File: src/rtl/fpga_spi_cmd_rx_pkg.sv
// rtl/fpga_spi_cmd_rx_pkg.sv - shared opcodes, reset constants and FSM encoding for the SPI command receiver
package fpga_spi_cmd_rx_pkg;

  localparam logic [3:0] FPGA_CMD_SET_CONFREG  = 4'h1;
  localparam logic [3:0] FPGA_CMD_TRACE_ENABLE = 4'h2;

  // Major mode 7 (OFF) so the RF front end stays quiet until the ARM configures it
  localparam logic [8:0] CONF_RESET_VAL = 9'h1C0;
  localparam logic [3:0] STATUS_NIBBLE  = 4'hA;

  localparam int BIT_CNT_W = 5;

  typedef enum logic [1:0] {
    ST_IDLE   = 2'd0,
    ST_SHIFT  = 2'd1,
    ST_COMMIT = 2'd2
  } rx_state_e;

  function automatic logic [BIT_CNT_W-1:0] sat_inc_bitcnt(input logic [BIT_CNT_W-1:0] v);
    return (v == {BIT_CNT_W{1'b1}}) ? v : v + BIT_CNT_W'(1);
  endfunction

endpackage

File: src/rtl/fpga_spi_cmd_rx_if.sv
// rtl/fpga_spi_cmd_rx_if.sv - ARM SPI pin bundle between the ARM-side master and the FPGA receiver
interface fpga_spi_cmd_rx_if;
  logic spck;
  logic mosi;
  logic ncs;
  logic miso;

  modport master (
    output spck,
    output mosi,
    output ncs,
    input  miso
  );

  modport slave (
    input  spck,
    input  mosi,
    input  ncs,
    output miso
  );
endinterface

File: src/rtl/fpga_spi_cmd_rx_spi_pin_sync.sv
// rtl/fpga_spi_cmd_rx_spi_pin_sync.sv - two-flop synchroniser plus edge stage yielding one-cycle rise/fall events
module fpga_spi_cmd_rx_spi_pin_sync #(
  parameter logic RESET_VAL = 1'b0
) (
  input  logic clk,
  input  logic rst_n,
  input  logic pin_i,
  output logic sync_o,
  output logic rise_o,
  output logic fall_o
);

  logic [2:0] sync_q;

  always_ff @(posedge clk or negedge rst_n) begin
    if (!rst_n) begin
      sync_q <= {3{RESET_VAL}};
    end else begin
      sync_q <= {sync_q[1:0], pin_i};
    end
  end

  // sync_q[1] is the first metastability-safe stage; sync_q[2] is its one-cycle-old copy
  assign sync_o = sync_q[1];
  assign rise_o = sync_q[1] & ~sync_q[2];
  assign fall_o = ~sync_q[1] & sync_q[2];

endmodule

File: src/rtl/fpga_spi_cmd_rx.sv
// rtl/fpga_spi_cmd_rx.sv - oversampled SPI command receiver: frames ARM commands into conf_word/trace_enable
module fpga_spi_cmd_rx
  import fpga_spi_cmd_rx_pkg::*;
#(
  parameter int FRAME_BITS = 16,
  parameter int CONF_W     = 9,
  parameter int ERRCNT_W   = 8
) (
  input  logic                ck_1356meg,
  input  logic                nreset,
  fpga_spi_cmd_rx_if.slave    spi,
  output logic [CONF_W-1:0]   conf_word,
  output logic                trace_enable,
  output logic                cmd_strobe,
  output logic                frame_err,
  output logic [ERRCNT_W-1:0] err_cnt,
  input  logic                clr_err
);

  logic spck_rise, spck_fall, spck_unused_sync;
  logic mosi_sync, mosi_unused_rise, mosi_unused_fall;
  logic ncs_rise, ncs_fall, ncs_unused_sync;

  fpga_spi_cmd_rx_spi_pin_sync #(.RESET_VAL(1'b0)) u_sync_spck (
    .clk    (ck_1356meg),
    .rst_n  (nreset),
    .pin_i  (spi.spck),
    .sync_o (spck_unused_sync),
    .rise_o (spck_rise),
    .fall_o (spck_fall)
  );

  fpga_spi_cmd_rx_spi_pin_sync #(.RESET_VAL(1'b0)) u_sync_mosi (
    .clk    (ck_1356meg),
    .rst_n  (nreset),
    .pin_i  (spi.mosi),
    .sync_o (mosi_sync),
    .rise_o (mosi_unused_rise),
    .fall_o (mosi_unused_fall)
  );

  fpga_spi_cmd_rx_spi_pin_sync #(.RESET_VAL(1'b1)) u_sync_ncs (
    .clk    (ck_1356meg),
    .rst_n  (nreset),
    .pin_i  (spi.ncs),
    .sync_o (ncs_unused_sync),
    .rise_o (ncs_rise),
    .fall_o (ncs_fall)
  );

  rx_state_e               state_q;
  logic [FRAME_BITS-1:0]   shift_reg_q;
  logic [FRAME_BITS-1:0]   tx_reg_q;
  logic [BIT_CNT_W-1:0]    bit_cnt_q;
  logic                    miso_q;
  logic [CONF_W-1:0]       conf_word_q;
  logic                    trace_enable_q;
  logic                    cmd_strobe_q;
  logic                    frame_err_q, frame_err_d;
  logic [ERRCNT_W-1:0]     err_cnt_q, err_cnt_d;

  logic [FRAME_BITS-1:0]   tx_load;
  logic [3:0]              opcode;
  logic                    frame_ok;
  logic                    unused_shift_bits;

  assign tx_load  = {STATUS_NIBBLE, {(FRAME_BITS-4-CONF_W){1'b0}}, conf_word_q};
  assign opcode   = shift_reg_q[FRAME_BITS-1 -: 4];
  assign frame_ok = (bit_cnt_q == BIT_CNT_W'(FRAME_BITS));
  assign unused_shift_bits = ^shift_reg_q[FRAME_BITS-5:CONF_W];

  // Clearing wins over a bad frame committing in the same cycle
  always_comb begin
    frame_err_d = frame_err_q;
    err_cnt_d   = err_cnt_q;
    if (clr_err) begin
      frame_err_d = 1'b0;
      err_cnt_d   = '0;
    end else if (state_q == ST_COMMIT && !frame_ok) begin
      frame_err_d = 1'b1;
      if (err_cnt_q != {ERRCNT_W{1'b1}}) begin
        err_cnt_d = err_cnt_q + ERRCNT_W'(1);
      end
    end
  end

  always_ff @(posedge ck_1356meg or negedge nreset) begin
    if (!nreset) begin
      state_q        <= ST_IDLE;
      shift_reg_q    <= '0;
      tx_reg_q       <= '0;
      bit_cnt_q      <= '0;
      miso_q         <= 1'b0;
      conf_word_q    <= CONF_W'(CONF_RESET_VAL);
      trace_enable_q <= 1'b0;
      cmd_strobe_q   <= 1'b0;
      frame_err_q    <= 1'b0;
      err_cnt_q      <= '0;
    end else begin
      cmd_strobe_q <= 1'b0;
      frame_err_q  <= frame_err_d;
      err_cnt_q    <= err_cnt_d;
      case (state_q)
        ST_IDLE: begin
          if (ncs_fall) begin
            state_q     <= ST_SHIFT;
            shift_reg_q <= '0;
            bit_cnt_q   <= '0;
            tx_reg_q    <= tx_load;
            miso_q      <= tx_load[FRAME_BITS-1];
          end
        end
        ST_SHIFT: begin
          // Frame end takes precedence: a clock edge coincident with ncs rising is not data
          if (ncs_rise) begin
            state_q <= ST_COMMIT;
          end else begin
            if (spck_rise) begin
              shift_reg_q <= {shift_reg_q[FRAME_BITS-2:0], mosi_sync};
              bit_cnt_q   <= sat_inc_bitcnt(bit_cnt_q);
            end
            if (spck_fall) begin
              tx_reg_q <= {tx_reg_q[FRAME_BITS-2:0], 1'b0};
              miso_q   <= tx_reg_q[FRAME_BITS-2];
            end
          end
        end
        ST_COMMIT: begin
          state_q <= ST_IDLE;
          miso_q  <= 1'b0;
          if (frame_ok) begin
            cmd_strobe_q <= 1'b1;
            if (opcode == FPGA_CMD_SET_CONFREG) begin
              conf_word_q <= shift_reg_q[CONF_W-1:0];
            end else if (opcode == FPGA_CMD_TRACE_ENABLE) begin
              trace_enable_q <= shift_reg_q[0];
            end
          end
        end
        default: begin
          state_q <= ST_IDLE;
        end
      endcase
    end
  end

  assign spi.miso     = miso_q;
  assign conf_word    = conf_word_q;
  assign trace_enable = trace_enable_q;
  assign cmd_strobe   = cmd_strobe_q;
  assign frame_err    = frame_err_q;
  assign err_cnt      = err_cnt_q;

endmodule

File: src/flat_wrapper.sv
// flat-port wrapper written by rule: the top's interface ports become plain ports
module fpga_spi_cmd_rx_flat import fpga_spi_cmd_rx_pkg::*;
#(
  parameter int FRAME_BITS = 16,
  parameter int CONF_W     = 9,
  parameter int ERRCNT_W   = 8
)
  (ck_1356meg, nreset, conf_word, trace_enable, cmd_strobe, frame_err, err_cnt, clr_err, spi_spck, spi_mosi, spi_ncs, spi_miso);
  fpga_spi_cmd_rx_if spi_i ();
  input  logic ck_1356meg;
  input  logic nreset;
  output logic [CONF_W-1:0] conf_word;
  output logic trace_enable;
  output logic cmd_strobe;
  output logic frame_err;
  output logic [ERRCNT_W-1:0] err_cnt;
  input  logic clr_err;
  input wire logic [$bits(spi_i.spck)-1:0] spi_spck;
  input wire logic [$bits(spi_i.mosi)-1:0] spi_mosi;
  input wire logic [$bits(spi_i.ncs)-1:0] spi_ncs;
  output wire logic [$bits(spi_i.miso)-1:0] spi_miso;
  assign spi_i.spck = spi_spck;
  assign spi_i.mosi = spi_mosi;
  assign spi_i.ncs = spi_ncs;
  assign spi_miso = spi_i.miso;
  fpga_spi_cmd_rx #(.FRAME_BITS(FRAME_BITS), .CONF_W(CONF_W), .ERRCNT_W(ERRCNT_W)) u_core (.ck_1356meg(ck_1356meg), .nreset(nreset), .spi(spi_i), .conf_word(conf_word), .trace_enable(trace_enable), .cmd_strobe(cmd_strobe), .frame_err(frame_err), .err_cnt(err_cnt), .clr_err(clr_err));
endmodule
File: config.mk
export PLATFORM = sky130hd
export DESIGN_NAME = fpga_spi_cmd_rx_flat
export DESIGN_NICKNAME = d
export VERILOG_FILES = /design/src/rtl/fpga_spi_cmd_rx_pkg.sv /design/src/rtl/fpga_spi_cmd_rx_if.sv /design/src/rtl/fpga_spi_cmd_rx_spi_pin_sync.sv /design/src/rtl/fpga_spi_cmd_rx.sv /design/src/flat_wrapper.sv
export SDC_FILE = /design/constraint.sdc
export NUM_CORES = 1
export LEC_CHECK = 0
export BUFFER_PORTS_ARGS = -buffer_cell sky130_fd_sc_hd__buf_2
export CAP_MARGIN = 20
export CORE_MARGIN = 4
export CORE_UTILIZATION = 30
export CTS_CLUSTER_SIZE = 24
export DETAILED_ROUTE_END_ITERATION = 6
export HOLD_SLACK_MARGIN = 0.12
export PLACE_DENSITY = 0.43
export SYNTH_ARGS = -nofsm -noshare
export SYNTH_HDL_FRONTEND = slang
export SYNTH_HIERARCHICAL = 1
export SYNTH_SLANG_ARGS = --single-unit
File: constraint.sdc
create_clock -name ck_1356meg -period 3 [get_ports ck_1356meg]
set_input_delay 0.75 -clock ck_1356meg [delete_from_list [all_inputs] [get_ports ck_1356meg]]
set_output_delay 0.75 -clock ck_1356meg [all_outputs]
set_load 0.1 [all_outputs]
* Word-level counts from Yosys, hierarchy flattened
Cells that the tools add are included.
** Cells by class
- Add/sub/neg operators :: 2
- Reductions and logical operators :: 15
- Mux-type cells :: 27
- Bitwise logic cells :: 9
- Equality and inequality tests :: 13
** Operator list (number)
- 16-bit 2-to-1 mux :: 3
- 15-bit 2-to-1 mux :: 3
- 16-bit one-hot mux with 2 select lines :: 1
- 15-bit one-hot mux with 2 select lines :: 1
- 8-bit 2-to-1 mux :: 3
- 5-bit 2-to-1 mux :: 4
- 4-bit AND reduction :: 4
- 5-bit == test, second input constant :: 2
- 5-bit one-hot mux with 2 select lines :: 1
- 8-bit by 1-bit adder with 8-bit output, second input constant :: 1
- 2-bit by 1-bit != test with 1-bit output, second input constant :: 4
- 8-bit != test, second input constant :: 1
- 1-bit 2-to-1 mux :: 7
- 2-bit nonzero test :: 3
- 5-bit by 1-bit adder with 5-bit output, second input constant :: 1
- 1-bit NOT :: 5
- 5-bit AND reduction :: 1
- 1-bit bitwise AND :: 4
- 4-bit by 1-bit == test with 1-bit output, second input constant :: 1
- 4-bit by 2-bit == test with 1-bit output, second input constant :: 1
- 2-bit 2-to-1 mux :: 2
- 2-bit != test, second input constant :: 2
- 2-bit one-hot mux with 2 select lines :: 1
- 2-bit AND reduction :: 2
- other kinds (8) :: 8
** Word-level totals
- Output and inout bits :: 21
- Register bits :: 67
- Input port bits :: 6

* Longest topological paths before layout
- Word-level depth :: 5
- Depth in mapped cells :: 7

* Modules after synthesis
The synthesis kept the hierarchy.
** Modules (own cells, without submodules)
- fpga_spi_cmd_rx :: cells each 270, area an instance 2731.4 µm², times used 1, seq. area each 1480.2 µm²
- fpga_spi_cmd_rx_spi_pin_sync at u_core.u_sync_mosi ... :: cells each 5, area an instance 90.1 µm², times used 2, seq. area each 75.1 µm²
- fpga_spi_cmd_rx_spi_pin_sync at u_core.u_sync_ncs :: cells each 5, area an instance 93.8 µm², times used 1, seq. area each 78.8 µm²

* Worst setup path before layout
OpenSTA, ideal clock, no wires.
- Kind :: register -> register
- Start :: register u_core.bit_cnt_q[0]
- End :: register u_core.conf_word_q[0] (netlist: u_core/conf_word[0])
- Cell stages (with the launch flop) :: 8
- Arrival :: 2.113 ns
- Library setup time :: 0.126 ns
- Period minus slack after synthesis :: 2.238 ns
- Required time :: 2.874 ns
- Path slack :: 0.762 ns
- Cell sequence :: dfrtp_1 > inv_1 > ha_1 > nand4bb_4 > or4_4 > or3b_1 > buf_6 > mux2_4
** Between the ends
- Word-level cells in the longest chain between the ends :: 2
** Ends and longest elaborated chain
- from (decl) :: RTL line fpga_spi_cmd_rx.sv:54 : logic [BIT_CNT_W-1:0] bit_cnt_q;
- from (signal assigned) :: RTL line fpga_spi_cmd_rx.sv:120 : bit_cnt_q <= sat_inc_bitcnt(bit_cnt_q);
- 5-bit == test :: RTL line fpga_spi_cmd_rx.sv:69 : assign frame_ok = (bit_cnt_q == BIT_CNT_W'(FRAME_BITS));
- 3-bit AND reduction (no line)
- to (signal assigned) :: RTL line fpga_spi_cmd_rx.sv:94 : conf_word_q <= CONF_W'(CONF_RESET_VAL);
- to (signal assigned) :: RTL line fpga_spi_cmd_rx.sv:134 : conf_word_q <= shift_reg_q[CONF_W-1:0];
- to (decl) :: RTL line fpga_spi_cmd_rx.sv:56 : logic [CONF_W-1:0] conf_word_q;
No other way between the ends.
A chain may end at the register's enable or synchronous reset.

* Worst setup path in the final report
- Start :: register u_core.bit_cnt_q[0]
- End :: register u_core.conf_word_q[5] (netlist: u_core/conf_word[5])
The elaborated chain is that of the path after synthesis.

==> flow_metrics.py <==
metrics = {
    "run": {
        "cap_violations": 0,
    },
    "worst_setup_path": {
        "crit_path_start_kind": "register",
        "worst_setup_path_end_kind": "register",
        "crit_startpoint": "u_core/bit_cnt_q[0]$_DFFE_PN0P_",
        "crit_required_ns": 3.22,
        "critPathMaxStageDelay_ns": 0.62,
        "critical-path-slowest-cell": "or3b_1",
        "worst-setup-path-type": "register to register",
        "reg2reg_setup_slack_ns": 0.50,
        "path_max_fanout": 9,
        "critical_path_arrival_ns": 2.72,
        "worstRegToRegCells": 6,
        "reg2reg_from": "u_core/bit_cnt_q[0]$_DFFE_PN0P_",
        "worstReg2RegEnd": "u_core/conf_word[5]$_DFFE_PN0P_",
        "crit_path_cell_trace": "inv_1 > ha_1 > nand4bb_4 > or4_4 > or3b_1 > mux2_4",
    },
    "power": {
        "clock_power_share_pct": 32.5,
        "cell_internal_pwr_mw": 1.62,
        "power_per_cell_area_nw_per_um2": 681,
        "totalPowerFinal_mw": 2.36,
        "leakage_nw": 1.54,
        "power.switching_fraction_pct": 31.4,
        "power_frac_comb_pct": 19.7,
        "p_seq_share_pct": 47.7,
        "largest_vdd_supply_drop_v": 0.000188,
        "netSwitchingPower_uw": 741,
    },
    "cells_and_area": {
        "multiInputGateArea_sq_um": 1210,
        "layout.cells.most_common": "dfrtp_1",
        "most_frequent_cells_in_the_layout": "dfrtp_1, nand2_1, buf_2",
        "diodes": 0,
        "num-nets-final": 323,
        "num-fill-cells": 997,
        "syn2layout_area_growth_pct": 17.0,
        "drive_gt1_share_pct": 22.6,
        "regArea_sq_um": 1680,
    },
    "sta": {
        "worst-slew-pin-transition_ns": 0.752,
        "final_setup_vio_count": 0,
        "setup_tns_ns": 0,
        "tcrit_tclk_final_pct": 83.3,
        "finClkSkew_ns": 0.0124,
        "rsz0062_at_grt": "no",
        "layout_setup_ws_ns": 0.500,
        "timing.fmax_ghz": 0.400,
        "hold_slack_ns": 0.354,
        "timing.final.max_slew_violations": 0,
        "final_hold_viols": 0,
        "final.min_clock_period_ns": 2.50,
        "slew-limit-headroom_pct": 49.8,
    },
    "placed_design": {
        "place_hpwl_mm": 4.17,
        "place.gp.congestion": 0.705,
        "port-buffer-count": 26,
        "dp_worst_setup_slack_ns": 0.492,
    },
    "cts": {
        "h-tree-depth": 3,
        "clkLatencyLatePin_ns": 0.34,
        "clk_transition_reported_paths_ns": 0.07,
        "cts_root_cell": "clkbuf_8",
        "cts_sinks": 67,
        "postCtsSetupBuffers": 0,
        "cts.repair.resized": 0,
        "postCtsHoldBufs": 0,
        "cts_made_buffers": 9,
        "clk_buf_depth": 2,
        "cts_tree": "done",
    },
    "die": {
        "initial_core_util_pct": 30.6,
        "full_die_area_sq_um": 11500,
        "ioPinCount": 27,
        "std_cell_rows": 36,
        "vertical_die_dimension_um": 107,
        "die_w_um": 107,
        "coreArea_sq_um": 9680,
    },
    "drt": {
        "dr_total_vias": 2052,
        "firstDrtPassIters": 4,
        "drcViolationCount": 0,
        "detail_route.wirelength_mm": 5.93,
        "post_drt_wl_per_cell_um": 13.1,
        "drt-initial-drc-count": 102,
        "route.antenna.remaining_nets": 0,
        "routed_via_density": 4.55,
    },
    "synthesis": {
        "syn-num-nets": 292,
        "synth_cells": 282,
        "post_synth_instance_area_sq_um": 2970,
        "postSynthAreaPerCell_sq_um": 10.5,
        "synth-warning-count": 6,
    },
    "hold_path": {
        "holdPathEnd": "u_core/u_sync_mosi/sync_q[1]$_DFF_PN0_",
        "hold_path_class": "register to register",
        "worst_hold_path.num_cells": 0,
        "min-delay-start": "u_core/u_sync_mosi/sync_q[0]$_DFF_PN0_",
    },
    "grt": {
        "gr-total-overflow": 0,
        "first_global_vias": 1977,
        "grt.total_usage_pct": 11.2,
        "antenna_violations_before_repair": 0,
        "grt_pass1_wl_mm": 10.1,
        "grt_max_degree": 39,
    },
    "outcome": {
        "outcome": "finished, final reports clean",
    },
}
==> stage by stage <==
| step | area [sq um] | util [%] | instances |
|---|---|---|---|
| after floorplan | 2970 | - | 282 |
| after global placement | 3270 | 33.7 | 435 |
| after detailed placement | 3270 | 33.7 | 435 |
| after CTS | 3470 | 35.8 | 451 |
| after global routing | 3470 | 35.8 | 451 |
| final | 3470 | 35.8 | 451 |
==> power by group through the flow <==
stage / combinational [mW] / clock, mW / sequential [mW]
global placement: 0.474 / 0 / 1.14
floorplan: 0.290 / 0 / 1.19
CTS: 0.478 / 0.798 / 1.13
finish: 0.467 / 0.768 / 1.13
global route: 0.528 / 0.848 / 1.15
detailed placement: 0.478 / 0 / 1.15
==> worst max-delay path, delay by kind of cell (launching register included) <==
kind                       cells  cell delay (ns)
muxes                          1             0.38
and+or+nand+nor                3             1.32
adders and majority gates      1             0.19
buffers and inverters          1             0.08
DFF                            1             0.43
==> state kept, by name (all words and copies together), names as in the netlist <==
| name | flops |
|---|---|
| u_core/trace_enable | 1 |
| u_core/u_sync_mosi/sync_q | 2 |
| u_core/frame_err | 1 |
| u_core/cmd_strobe | 1 |
| u_core/u_sync_ncs/sync_q | 3 |
| u_core/shift_reg_q | 16 |
| u_core/u_sync_spck/sync_q | 3 |
| u_core/bit_cnt_q | 5 |
| u_core/spi.miso | 1 |
| u_core/state_q | 2 |
| u_core/tx_reg_q | 15 |
| u_core/err_cnt | 8 |
| u_core/conf_word | 9 |
==> metal layers <==
metal | track usage [%] | up-vias | share of wire (%)
li1 | - | 1039 | -
met1 | 15.7 | 986 | 52
met2 | 16.1 | 20 | 44
met3 | 2.70 | 7 | 2.6
met4 | 5.41 | 0 | 1.5
met5 | 0 | - | 0
==> area by class of cell <==
type | count | area share (%)
tap | 133 | 4.79
inverter | 6 | 0.649
timing repair buffer | 32 | 5.41
clock buffer | 12 | 4.47
clock inverter | 4 | 1.41
sequential | 67 | 48.5
multi-input combinational | 197 | 34.8
==> how the worst max path moves through the flow <==
stage / end / slack, ns
2_1_floorplan: u_core/conf_word[0]$_DFFE_PN0P_ / 0.76
3_3_place_gp: u_core/conf_word[5]$_DFFE_PN0P_ / 0.52
3_5_place_dp: u_core/conf_word[5]$_DFFE_PN0P_ / 0.49
4_1_cts: u_core/conf_word[5]$_DFFE_PN0P_ / 0.48
5_1_grt: u_core/conf_word[5]$_DFFE_PN0P_ / 0.39
6_report: u_core/conf_word[5]$_DFFE_PN0P_ / 0.50
Power figures use the tool's default switching activity.
